===== src/rtl/hp_fifo_r3.sv =====
// hp_fifo_r3 -- host-to-parasite Tube register 3 data path.
//
// A two-entry byte FIFO. v_mode selects a depth of 1 byte (v_mode=0) or
// 2 bytes (v_mode=1). The host sees "not full", the parasite sees
// "data available" and an optional NMI request. Host writes that cannot
// be accepted are dropped and recorded in a sticky overrun flag.
//
// Ports:
//   clk              system clock, rising edge
//   rst              synchronous active-high reset
//   h_we, h_wdata    host write strobe and data
//   p_re             parasite read strobe
//   p_rdata          head-of-FIFO byte
//   v_mode           depth select (0: 1 byte, 1: 2 bytes)
//   m_nmi_en         enables p_nmi
//   flush            synchronous clear, same effect as rst
//   h_not_full       host status: a byte can be accepted
//   p_data_available parasite status: data ready to read
//   p_nmi            NMI request to the parasite
//   h_overrun        sticky: a host write was dropped
module hp_fifo_r3 #(
    parameter int unsigned DW = 8
) (
    input  logic          clk,
    input  logic          rst,
    input  logic          h_we,
    input  logic [DW-1:0] h_wdata,
    input  logic          p_re,
    output logic [DW-1:0] p_rdata,
    input  logic          v_mode,
    input  logic          m_nmi_en,
    input  logic          flush,
    output logic          h_not_full,
    output logic          p_data_available,
    output logic          p_nmi,
    output logic          h_overrun
);

    logic [DW-1:0] mem [0:1];
    logic          wr_ptr;
    logic          rd_ptr;
    logic [1:0]    count;
    logic          avail;
    logic          overrun;

    logic [1:0]    depth;
    logic          rd_ok;
    logic          wr_ok;
    logic [1:0]    count_next;
    logic          avail_next;
    logic          overrun_next;
    logic          clear;

    assign clear = rst | flush;

    always_comb begin
        depth        = v_mode ? 2'd2 : 2'd1;
        rd_ok        = p_re && (count != 2'd0);
        // A same-cycle read frees a slot, so a write is accepted even at
        // full depth (or above it, after v_mode dropped to 0).
        wr_ok        = h_we && ((count < depth) || rd_ok);
        count_next   = count;
        if (wr_ok && !rd_ok) begin
            count_next = count + 2'd1;
        end else if (rd_ok && !wr_ok) begin
            count_next = count - 2'd1;
        end
        // avail only changes at the extremes; in 2-byte mode a single
        // byte neither raises nor lowers it.
        avail_next   = avail;
        if (count_next == depth) begin
            avail_next = 1'b1;
        end else if (count_next == 2'd0) begin
            avail_next = 1'b0;
        end
        overrun_next = overrun | (h_we & ~wr_ok);
    end

    always_ff @(posedge clk) begin
        if (clear) begin
            wr_ptr           <= 1'b0;
            rd_ptr           <= 1'b0;
            count            <= '0;
            avail            <= 1'b0;
            overrun          <= 1'b0;
            h_not_full       <= 1'b1;
            p_data_available <= 1'b0;
            p_nmi            <= 1'b0;
            h_overrun        <= 1'b0;
        end else begin
            if (wr_ok) begin
                wr_ptr <= ~wr_ptr;
            end
            if (rd_ok) begin
                rd_ptr <= ~rd_ptr;
            end
            count            <= count_next;
            avail            <= avail_next;
            overrun          <= overrun_next;
            h_not_full       <= (count_next < depth);
            p_data_available <= avail_next;
            p_nmi            <= m_nmi_en & avail_next;
            h_overrun        <= overrun_next;
        end
    end

    // Storage is not cleared; its contents are meaningless while empty.
    always_ff @(posedge clk) begin
        if (!clear && wr_ok) begin
            mem[wr_ptr] <= h_wdata;
        end
    end

    assign p_rdata = mem[rd_ptr];

endmodule


===== config.mk =====
export PLATFORM = sky130hd
export DESIGN_NAME = hp_fifo_r3
export DESIGN_NICKNAME = d
export VERILOG_FILES = /design/src/rtl/hp_fifo_r3.sv
export SDC_FILE = /design/constraint.sdc
export NUM_CORES = 1
export LEC_CHECK = 0
export ABC_AREA = 1
export BUFFER_PORTS_ARGS = -buffer_cell sky130_fd_sc_hd__buf_2
export CAP_MARGIN = 10
export CORE_AREA = 3 3 51 53
export DETAILED_ROUTE_END_ITERATION = 10
export DIE_AREA = 0 0 54 56
export GPL_ROUTABILITY_DRIVEN = 0
export GPL_TIMING_DRIVEN = 0
export PLACE_DENSITY = 0.83
export SLEW_MARGIN = 5
export SYNTH_ARGS = -nofsm -noshare
export SYNTH_HDL_FRONTEND = slang
export SYNTH_SLANG_ARGS = --single-unit

===== constraint.sdc =====
create_clock -name clk -period 4.9 [get_ports clk]
set_input_delay 0.49 -clock clk [delete_from_list [all_inputs] [get_ports clk]]
set_output_delay 0.49 -clock clk [all_outputs]
set_load 0.05 [all_outputs]

==> qor.csv <==
metric,value,unit
outcome,"finished, final reports clean",
grt total ovfl,0,
kind of cell adding the most delay to the critical path,simple AND/OR/NAND/NOR gates,
Hold Path Class,in -> reg,
Post-synth EDFFs,16,
CP Class,reg -> reg,
critical path depth in cells,7,
CP startpoint,count[0]$_SDFF_PP0_,
dpl ws,2.30,ns
worst r2r src,count[0]$_SDFF_PP0_,
Num CTS Buffers,3,
post-synth top area share,0.449,
DR vias,744,
gr usage total,0.130,
antenna violations before repair,0,
CTS sink cnt,25,
Antenna Nets Post-Route,0,
"top cells by area, synth","edfxtp_1, dfxtp_1, mux2_2, nand2_1, ha_1",
worst-path cell chain,inv_1 > ha_1 > nor2_2 > inv_1 > nand2_1 > nand2_1 > nor3_1,
pin count of the biggest net entering global routing,16,
row cnt,17,
relative slew slack,0.258,
Cell variety after synth,22,
# setup viols final,0,
htree depth,1,
setup TNS,0,ns
met1 GRT Util,0.127,
CP arrival,2.30,ns
CTS Buffer Depth,2,
DRT Pass-1 Iters,4,
post-detail-place hpwl,1.41,mm
Iteration-0 DRC Markers,8,
ys flop type,edfxtp_1,
Mapped Area,1070,sq um
worst setup margin,2.56,ns
Nets,143,
Post-CTS Repair Setup Buffers,0,
"wirelength, routed",1.80,mm
unrepaired setup endpoints after global routing,false,
maxcap violations,0,
per-cell routed wire length,11.9,microns
leakage power,0.540,nW
Peak VDD IR,0.206,mV
cell taking the most area after synthesis,edfxtp_1,
most frequent cell after synthesis,edfxtp_1,
startpoint of the worst hold path,h_wdata[5],
"Seq/Total Area, Yosys",0.618,
post-CTS sizing,0,
first-pass GRT wire length,2.88,mm
"Clk pin slew, worst setup/hold paths",0.14,ns
fmax,0.427,GHz
Worst path slowest cell,nor3_1,
share of layout cells above drive strength 1,0.382,
clk_lat worst skew,0.32,ns
Initial Util,0.488,
Post-synth ARST share,0,
Buf/Inv on CP,2,
Die Wd,54,microns
Syn Nets,112,
drt drc,0,
I/O Pins,27,
critical path endpoint,mem[1][7]$_DFFE_PP_,
vias in the first global route,722,
required time of the critical path,4.86,ns
Syn Area/Cell,11.5,sq um
Pwr Density,313,nW/um^2
path depth of the worst reg2reg path,7,
clk_skew,0.00514,ns
CP max stage delay,0.85,ns
critical path endpoint category,flop,
Synth top cells by count,"edfxtp_1, nand2_1, inv_1",
Tcrit/Tclk final,0.478,
yosys warns,0,
worst-margin pin slew,1.10,ns
CTS Hold Buffers Added,0,
Die Y,56,microns
core area,2190,sq um
Crit Path Max Fanout,8,
CTS root buffer,clkbuf_4,
M3 GR Usage,0.0268,
fin. max-slew vios,0,
n_diodes,0,
Seq cells post-synth,25,
Via density,4.93,
min Tclk post-route,2.34,ns
Reg-to-Reg End,mem[1][7]$_DFFE_PP_,
Final Hold Fails,0,
Cells after Synth,93,
area delta synth->final,18.2,%
GRT met2 Usage,0.244,
global routing's busiest layer,met2,
CTS tree,built,
R2R setup slack,2.56,ns
I/O Buffers,26,
Setup crit start kind,flop,
total die area,3020,sq um
## worst min-delay path by stage
stage                          endpoint  slack, ns  cells after the start
global route        mem[0][5]$_DFFE_PP_       0.32                      1
global placement    wr_ptr$_SDFFE_PP0N_       0.45                      2
CTS                 mem[0][5]$_DFFE_PP_       0.34                      1
floorplan           wr_ptr$_SDFFE_PP0N_       0.44                      2
finish              mem[0][5]$_DFFE_PP_       0.35                      1
detailed placement     avail$_SDFF_PP0_       0.48                      2
## cell type report
| type | instances | area (sq um) |
|---|---|---|
| clock inverter | 1 | 7.51 |
| multi-input combinational | 54 | 357 |
| buffer | 1 | 3.75 |
| sequential | 25 | 661 |
| inverter | 13 | 48.8 |
| clock buffer | 3 | 22.5 |
| fill | 202 | 926 |
| tap | 28 | 35.0 |
| timing repair buffer | 26 | 130 |
## kinds of logic after synthesis
logic type / after synthesis / share of synthesized area
xor gates and xnor gates: 1 / 0.00819
muxes: 8 / 0.0842
buffers and inverters: 14 / 0.0491
and+or+nand+nor: 35 / 0.150
DFF: 25 / 0.618
AOI/OAI and AO/OA: 6 / 0.0444
adders and majority gates: 4 / 0.0468
## registers in the layout, indices dropped and copies added (netlist names), named ones only
| signal | count |
|---|---|
| overrun | 1 |
| wr_ptr | 1 |
| h_not_full | 1 |
| mem | 16 |
| avail | 1 |
| count | 2 |
| p_nmi | 1 |
| rd_ptr | 1 |
## power by group
group / total [mW] / internal [mW] / switching [mW]
registers: 0.233 / 0.230 / 0.00259
logic: 0.0695 / 0.0225 / 0.0470
clock network: 0.0935 / 0.0312 / 0.0623
total: 0.396 / 0.284 / 0.112
## metal layers
layer,routed length [microns],vias to the layer above
met5,0,-
li1,-,373
met2,989,23
met3,114,2
met4,30,0
met1,668,346
## cell usage in the layout (no fill, tap or decap), types with 2 or more instances in the layout
master     n
dfxtp_1    9
buf_2     26
nand3_1    3
nand4_1    3
nand2_1   14
nor2_1     9
a21oi_1    2
clkbuf_4   3
nand2_2    3
mux2_2     8
edfxtp_1  16
inv_1     10
ha_1       4
inv_2      2
## metrics by stage
stage / power, mW / hold WS (ns) / util / area, sq um / instances
5_1_grt: 0.417 / 0.319 / 0.577 / 1260 / 151
2_1_floorplan: 0.289 / 0.439 / - / 1070 / 93
3_5_place_dp: 0.307 / 0.476 / 0.564 / 1230 / 147
6_report: 0.396 / 0.345 / 0.577 / 1260 / 151
4_1_cts: 0.400 / 0.337 / 0.577 / 1260 / 151
3_3_place_gp: 0.304 / 0.448 / 0.564 / 1230 / 147
Power figures use the tool's default switching activity.
